### config.mk
export PLATFORM = sky130hd
export DESIGN_NAME = jtkcpu_simctl
export DESIGN_NICKNAME = d
export VERILOG_FILES = /design/src/rtl/jtkcpu_simctl_pkg.sv /design/src/rtl/jtkcpu_simctl_lfsr.sv /design/src/rtl/jtkcpu_simctl.sv
export SDC_FILE = /design/constraint.sdc
export NUM_CORES = 1
export LEC_CHECK = 0
export ABC_AREA = 1
export CAP_MARGIN = 25
export CORE_MARGIN = 2
export CORE_UTILIZATION = 35
export CTS_CLUSTER_DIAMETER = 40
export CTS_CLUSTER_SIZE = 14
export DETAILED_ROUTE_END_ITERATION = 8
export DONT_BUFFER_PORTS = 1
export HOLD_SLACK_MARGIN = 0.15
export PLACE_DENSITY_LB_ADDON = 0.12
export SETUP_SLACK_MARGIN = 0.5
export SLEW_MARGIN = 0
export SYNTH_ARGS = -nofsm -noshare
export SYNTH_HDL_FRONTEND = slang
export SYNTH_SLANG_ARGS = --single-unit
### constraint.sdc
create_clock -name clk -period 1.4 [get_ports clk]
set_clock_uncertainty 0.05 [all_clocks]
set_input_delay 0.28 -clock clk [delete_from_list [all_inputs] [get_ports clk]]
set_output_delay 0.28 -clock clk [all_outputs]
set_load 0.005 [all_outputs]
### src/rtl/jtkcpu_simctl_pkg.sv
// Shared constants and helpers for the simulation control block.
package jtkcpu_simctl_pkg;

    localparam int unsigned ADDR_W = 24;
    localparam int unsigned DATA_W = 8;
    localparam int unsigned DLY_W  = 8;
    localparam int unsigned LFSR_W = 16;

    localparam logic [3:0] CS_HI_NIB   = 4'h1;
    localparam logic [3:0] CTRL_LO_NIB = 4'h0;
    localparam logic [3:0] ID_LO_NIB   = 4'h1;

    localparam int unsigned FINISH_DLY_DEF = 20;
    localparam int unsigned FIX_DLY_DEF    = 10;

    localparam logic [LFSR_W-1:0] LFSR_SEED = 16'hACE1;
    localparam logic [LFSR_W-1:0] LFSR_TAPS = 16'hB400;

    localparam int unsigned NMI_BIT    = 7;
    localparam int unsigned FIRQ_BIT   = 6;
    localparam int unsigned IRQ_BIT    = 5;
    localparam int unsigned GOOD_BIT   = 1;
    localparam int unsigned FINISH_BIT = 0;

    typedef struct packed {
        logic nmi;
        logic firq;
        logic irq;
    } irq_vec_t;

    // Right-shifting Galois step, taps 16,14,13,11
    function automatic logic [LFSR_W-1:0] lfsr_next(input logic [LFSR_W-1:0] s);
        return (s >> 1) ^ (s[0] ? LFSR_TAPS : '0);
    endfunction

endpackage

### src/rtl/jtkcpu_simctl_lfsr.sv
// 16-bit Galois LFSR used to randomise the interrupt delay.
module jtkcpu_simctl_lfsr
    import jtkcpu_simctl_pkg::*;
(
    input  logic              clk,
    input  logic              load,
    input  logic              en,
    output logic [LFSR_W-1:0] state
);

    always_ff @(posedge clk) begin
        if (load)    state <= LFSR_SEED;
        else if (en) state <= lfsr_next(state);
    end

endmodule

### src/rtl/jtkcpu_simctl.sv
// Simulation control: finish/verdict register, delayed interrupt generator, ID readback.
// Define JTKCPU_SIMCTL_LFSR_EN for a pseudo-random interrupt delay instead of FIX_DLY.
module jtkcpu_simctl
    import jtkcpu_simctl_pkg::*;
#(
    parameter int unsigned FINISH_DLY = FINISH_DLY_DEF,
    parameter int unsigned FIX_DLY    = FIX_DLY_DEF
) (
    input  logic              rst,
    input  logic              clk,
    input  logic              cen2,
    input  logic [ADDR_W-1:0] addr,
    input  logic [DATA_W-1:0] dout,
    input  logic              we,
    output logic [DATA_W-1:0] rd_data,
    output logic              rd_hit,
    output logic              nmi_n,
    output logic              firq_n,
    output logic              irq_n,
    output logic              done,
    output logic              pass
);

    localparam int unsigned FIN_W = (FINISH_DLY < 2) ? 1 : $clog2(FINISH_DLY + 1);

    logic             ctrl_cs, id_cs, ctrl_wr;
    logic             good;
    irq_vec_t         rq;
    logic [FIN_W-1:0] fin_cnt;
    logic             fin_act;
    logic [DLY_W-1:0] dly_cnt, dly_val;
    logic             dly_act, dly_zero;
    logic             unused_bits;

    assign ctrl_cs     = (addr[15:12] == CS_HI_NIB) && (addr[3:0] == CTRL_LO_NIB);
    assign id_cs       = (addr[15:12] == CS_HI_NIB) && (addr[3:0] == ID_LO_NIB);
    assign ctrl_wr     = ctrl_cs && we;
    assign dly_zero    = dly_act && (dly_cnt == '0);
    assign unused_bits = ^{addr[11:4], dout[4:2]};

`ifdef JTKCPU_SIMCTL_LFSR_EN
    logic [LFSR_W-1:0] lfsr_q;
    logic              unused_lfsr;

    jtkcpu_simctl_lfsr u_lfsr (
        .clk   (clk),
        .load  (rst),
        .en    (cen2),
        .state (lfsr_q)
    );

    assign dly_val     = {lfsr_q[6:0], 1'b0};
    assign unused_lfsr = ^lfsr_q[15:7];
`else
    assign dly_val = DLY_W'(FIX_DLY);
`endif

    // Control register: sampled every clk, not gated by cen2
    always_ff @(posedge clk) begin
        if (rst) begin
            good <= 1'b0;
            rq   <= '0;
        end else if (ctrl_wr) begin
            good    <= dout[GOOD_BIT];
            rq.nmi  <= dout[NMI_BIT];
            rq.firq <= dout[FIRQ_BIT];
            rq.irq  <= dout[IRQ_BIT];
        end
    end

    // Finish countdown; done fires once when an active count reaches zero
    always_ff @(posedge clk) begin
        if (rst) begin
            fin_cnt <= '0;
            fin_act <= 1'b0;
            done    <= 1'b0;
            pass    <= 1'b0;
        end else begin
            done <= 1'b0;
            pass <= 1'b0;
            if (ctrl_wr && dout[FINISH_BIT]) begin
                fin_cnt <= FIN_W'(FINISH_DLY);
                fin_act <= 1'b1;
            end else if (fin_cnt != '0) begin
                fin_cnt <= fin_cnt - FIN_W'(1);
            end else if (fin_act) begin
                done    <= 1'b1;
                pass    <= good;
                fin_act <= 1'b0;
            end
        end
    end

    // Interrupt delay counter, cen2 domain; a load beats expiry
    always_ff @(posedge clk) begin
        if (rst) begin
            dly_cnt <= '0;
            dly_act <= 1'b0;
        end else if (cen2) begin
            if (ctrl_wr) begin
                dly_cnt <= dly_val;
                dly_act <= 1'b1;
            end else if (dly_act) begin
                if (dly_cnt == '0) dly_act <= 1'b0;
                else               dly_cnt <= dly_cnt - DLY_W'(1);
            end
        end
    end

    // Interrupt lines: raised at delay expiry, held while requested
    always_ff @(posedge clk) begin
        if (rst) begin
            nmi_n  <= 1'b1;
            firq_n <= 1'b1;
            irq_n  <= 1'b1;
        end else if (cen2) begin
            nmi_n  <= ~(rq.nmi  && (~nmi_n  || dly_zero));
            firq_n <= ~(rq.firq && (~firq_n || dly_zero));
            irq_n  <= ~(rq.irq  && (~irq_n  || dly_zero));
        end
    end

    // ID readback, one clk latency
    always_ff @(posedge clk) begin
        if (rst) begin
            rd_data <= '0;
            rd_hit  <= 1'b0;
        end else begin
            rd_data <= id_cs ? addr[23:16] : '0;
            rd_hit  <= id_cs;
        end
    end

endmodule

After elaboration in Yosys (flattened, before gate mapping)
Cells that the tools add are included.

word-level totals
  input bits = 36
  output and inout bits = 14
  logic and storage cells = 62
  flip-flop bits (word level) = 33

operators by class
  equality and inequality tests = 4
  reduce and logical (&&, ||, !) cells = 21
  $add $sub $neg = 2
  bitwise operators = 8
  muxes and demuxes = 11

operators with widths
  kind                 number
  $mux 8               3
  $mux 5               2
  $eq 4x1->1 const B   2
  $logic_and 1x1->1    8
  $logic_not 8->1      1
  $not 1->1            8
  $sub 8x1->8 const B  1
  $mux 1               6
  $reduce_bool 5->1    1
  $sub 5x1->5 const B  1
  $logic_not 4->1      1
  $ne 2x2->1 const B   2
  $reduce_bool 2->1    2
  $reduce_or 2->1      2
  $reduce_or 4->1      1
  $logic_or 1x1->1     3
  $reduce_and 3->1     1
  $reduce_or 3->1      1

Logic depth before layout (Yosys ltp)
  word-level depth = 5
  gate-level depth with buffers = 10
  mapped depth without buffers = 10

Least setup slack after synthesis
Ideal clock, no wire load.

  kind = register to register
  start point = register fin_cnt[0]
  end point = register fin_act
  path buffers = 0
  clock period less this slack = 1.309 ns
  slack = 0.091 ns
  setup time = 0.138 ns
  cell stages (with the launch flop) = 9
  required time = 1.212 ns
  arrival time = 1.121 ns
  cells stage by stage = dfxtp_1 inv_1 ha_1 nand2_1 nor2_1 inv_2 or2_2 nand2_1 a21oi_1

on the way
  longest elaborated chain between the ends = 2

RTL lines
  what                         line                 source
  start: declaration           jtkcpu_simctl.sv:29  logic [FIN_W-1:0] fin_cnt;
  start signal: assignment     jtkcpu_simctl.sv:82  fin_cnt <= FIN_W'(FINISH_DLY);
  start signal: assignment     jtkcpu_simctl.sv:85  fin_cnt <= fin_cnt - FIN_W'(1);
  $reduce_bool 5->1            jtkcpu_simctl.sv:84  end else if (fin_cnt != '0) begin
  $ne 2x2->1 (no source line)  n/a
  end signal: assignment       jtkcpu_simctl.sv:75  fin_act <= 1'b0;
  end signal: assignment       jtkcpu_simctl.sv:83  fin_act <= 1'b1;
  end signal: assignment       jtkcpu_simctl.sv:89  fin_act <= 1'b0;
  end: declaration             jtkcpu_simctl.sv:30  logic fin_act;

Every way passes these cells.
A chain may end at the register's enable or synchronous reset.

Worst setup path after layout
  start point = register fin_cnt[0]
  end point = register fin_cnt[0]

on the way
  longest elaborated chain between the ends = 1
  elaborated cells on any way between the ends = 2
  classes of those cells = 1 x add/sub; 1 x reduce/logical

RTL lines
  what                                              line
  $sub 5x1->5 or $reduce_bool 5->1 (tied branches)  jtkcpu_simctl.sv:85, jtkcpu_simctl.sv:84

Parallel ways exist; a longest one is shown, timed or not.

==> results.md <==
- Critical path, cell by cell: inv_2, ha_4, nand2_4, nor2_4, inv_2, or2_4, nand2_2, a21oi_2
- Area after DPL: 1630 µm²
- Fraction of layout cells with a size suffix above 1: 45.3%
- R2r startpoint: fin_cnt[0]$_SDFFE_PP0P_
- Peak VDD IR: 0.538 mV
- Pre-CTS WS: 63.0 ps
- Detailed placer's ending HPWL: 2.32 mm
- Crit-path max FO: 3
- ANT nets after route: 0
- Async SR Flop Fraction: 0%
- Routed length on met1: 1.46 mm
- Total wire length: 3.51 mm
- Gpl congestion: 0.848
- Violated checks: negative hold slack
- Min Tclk post-route: 1330 ps
- Total inserted antenna cells: 0
- Drt pass-1 iters: 4
- Worst-Skew Late Latency: 280 ps
- Mapped Cells: 203
- Syn avg cell area: 7.31 µm²
- Total Routing Usage GR: 15.8%
- Slew Viols, Final: 0
- Fin Hold WS: -1.64 ps
- Std cell rows: 23
- Synth cell types: 24
- Status: finished with violations
- Buf/Inv on CP: 2
- Primary FF master, synth: dfxtp_1
- Fin crit share: 94.7%
- HP Class: in -> reg
- Met2 wire length: 1.87 mm
- Layout area overhead: 40.6%
- Final instance area: 2090 µm²
- Worst setup EP type: flip-flop
- Clk slew on worst S/H paths: 70 ps
- Post-DR wirelength/cell: 12.3 µm
- Metal3 WL: 123 µm
- Floorplan core area: 4030 µm²
- Hold_sp: rst
- Max-cap violations: 0
- Vias in the first global route: 1,373
- Critical Path Max Stage Delay: 330 ps
- Initial Util: 36.8%
- Initial antenna violation count: 0
- Post-layout power: 0.00257 W
- Die width: 69.1 µm
- CP Launch Type: flip-flop
- Top cell type's share of synthesized area: 44.5%
- CP max stage cell: dfxtp_2
- Via count: 1,350
- Kind of critical path: reg -> reg
- CTS sink cnt: 33
- Fmax: 754 MHz
- Number of synthesized flops with an enable pin: 0
- Unrepaired setup endpoints after global routing: yes
- Clock Path Buffers: 2
- # DRC: 0
- Final hold viol count: 1
- H-tree levels: 2
- Post-Syn Area: 1480 µm²
- CTS Hold Bufs: 12
- Crit path max-delay family: simple AND/OR/NAND/NOR gates
- Die area: 4780 µm²
- Worst rel slew slack: 80.2%
- Layout net count: 274
- Pleak: 0.926 nW
- Initial DRC Count: 29
- Ys Warns: 0
- I/O pin cnt: 50
- Yosys reg bits: 33
- Synth area leader: dfxtp_1
- First-pass GRT wire length: 6.04 mm
- Cell Pwr Density: 1230 nW/µm²
- Die Y: 69.1 µm
- Cts bufs inserted: 5
- Final setup vio count: 0
- CP required: 1520 ps
- Critical Path Source: fin_cnt[0]$_SDFFE_PP0P_
- Total negative slack: 0 ps
- Clock root cell: clkbuf_8
- Remaining global-route overflow: 0
- Buffers added on ports: 0
- Final core occ: 51.8%
- CP Data Arrival Time: 1450 ps
- Slew @ Worst Pin: 297 ps
- Most used cell along the critical path: inv_2
- Post-Synthesis Net Count: 242
- Largest net degree at the start of global routing: 14
- Fin worst setup slack: 74.1 ps
- CTS tree: built
- Register area share after synthesis: 44.5%
- Leading post-synthesis cells by cell area: dfxtp_1 (45%), nand2_1 (9.6%), inv_1 (8.9%)
- Vias per inst: 4.72
- Top sig layer: met4
power by group:
part | internal, W | switching (W)
sequential | 0.00100 | 0.0000410
clock | 0.000344 | 0.000339
combinational | 0.000436 | 0.000412
total | 0.00178 | 0.000793
layout make-up:
type	count	area, µm²
Fill cell	364	1940
Sequential cell	33	688
Multi-Input combinational cell	131	876
Clock inverter	2	10.0
Inverter	38	145
Clock buffer	6	72.6
Tap cell	50	62.6
Timing Repair Buffer	26	233
synth_stat cells, drive strengths merged (3+ instances only):
| library cell | n |
|---|---|
| nor3 | 4 |
| o21ai | 9 |
| ha | 3 |
| dfxtp | 33 |
| nand2 | 47 |
| nor2 | 33 |
| a21oi | 18 |
| nand3 | 10 |
| inv | 38 |
layer usage:
layer	vias to the layer above	GRT usage, %
met5	-	0
met4	0	5.23
met3	6	4.82
met2	23	29.3
met1	630	16.7
li1	691	-
state kept, by name (all words and copies together), names as in the netlist:
register / cells
fin_cnt: 5
pass: 1
rd_data: 8
rd_hit: 1
dly_act: 1
firq_n: 1
irq_n: 1
nmi_n: 1
rq: 3
fin_act: 1
dly_cnt: 8
good: 1
done: 1
metrics by stage:
step,instances,hold WS (ps)
finish,286,-1.64
detailed placement,253,298
floorplan,203,313
global route,286,-17.7
CTS,284,-11.6
global placement,253,296
cells in the final DEF, fill, tap and decap left out, types with 3 or more instances in the layout:
cell           instances
a21oi_1                9
a21oi_2                9
buf_4                 12
clkbuf_8               5
dfxtp_1               11
dfxtp_2               22
dlygate4sd3_1         12
ha_4                   3
inv_1                 27
inv_2                 10
nand2_1               27
nand2_2               15
nand2_4                4
nand3_1                8
nor2_1                20
nor2_2                 4
nor2_4                 9
o21ai_1                7
final timing paths:
check	endpoint	slack [ps]	depth (start not counted)
setup / recovery	fin_cnt[0]$_SDFFE_PP0P_	70	8
hold / removal	dly_cnt[2]$_SDFFE_PP0P_	-2	1
setup reg to reg	fin_cnt[0]$_SDFFE_PP0P_	70	8
hold reg to reg	irq_n$_SDFFE_PP1P_	400	2
cell families (layout without fill, tap and decap cells):
kind of cell / Yosys count / in the layout / synth area share, %
and+or+nand+nor: 98 / 99 / 31.0
buffers and inverters: 40 / 72 / 10.6
DFF: 33 / 33 / 44.5
AOI/OAI and AO/OA: 27 / 27 / 10.1
adders and majority gates: 3 / 3 / 2.53
xor gates and xnor gates: 2 / 2 / 1.18
timing repair:
item                                    4_1_cts  5_1_grt
resized for setup                            32       21
endpoints found under the setup margin       37       38
gates cloned                                  1        0
setup buffers                                10        2
hold endpoints to repair                     24       12
pin swaps                                    20       10
No activity file was read; power rests on OpenSTA's default activity.
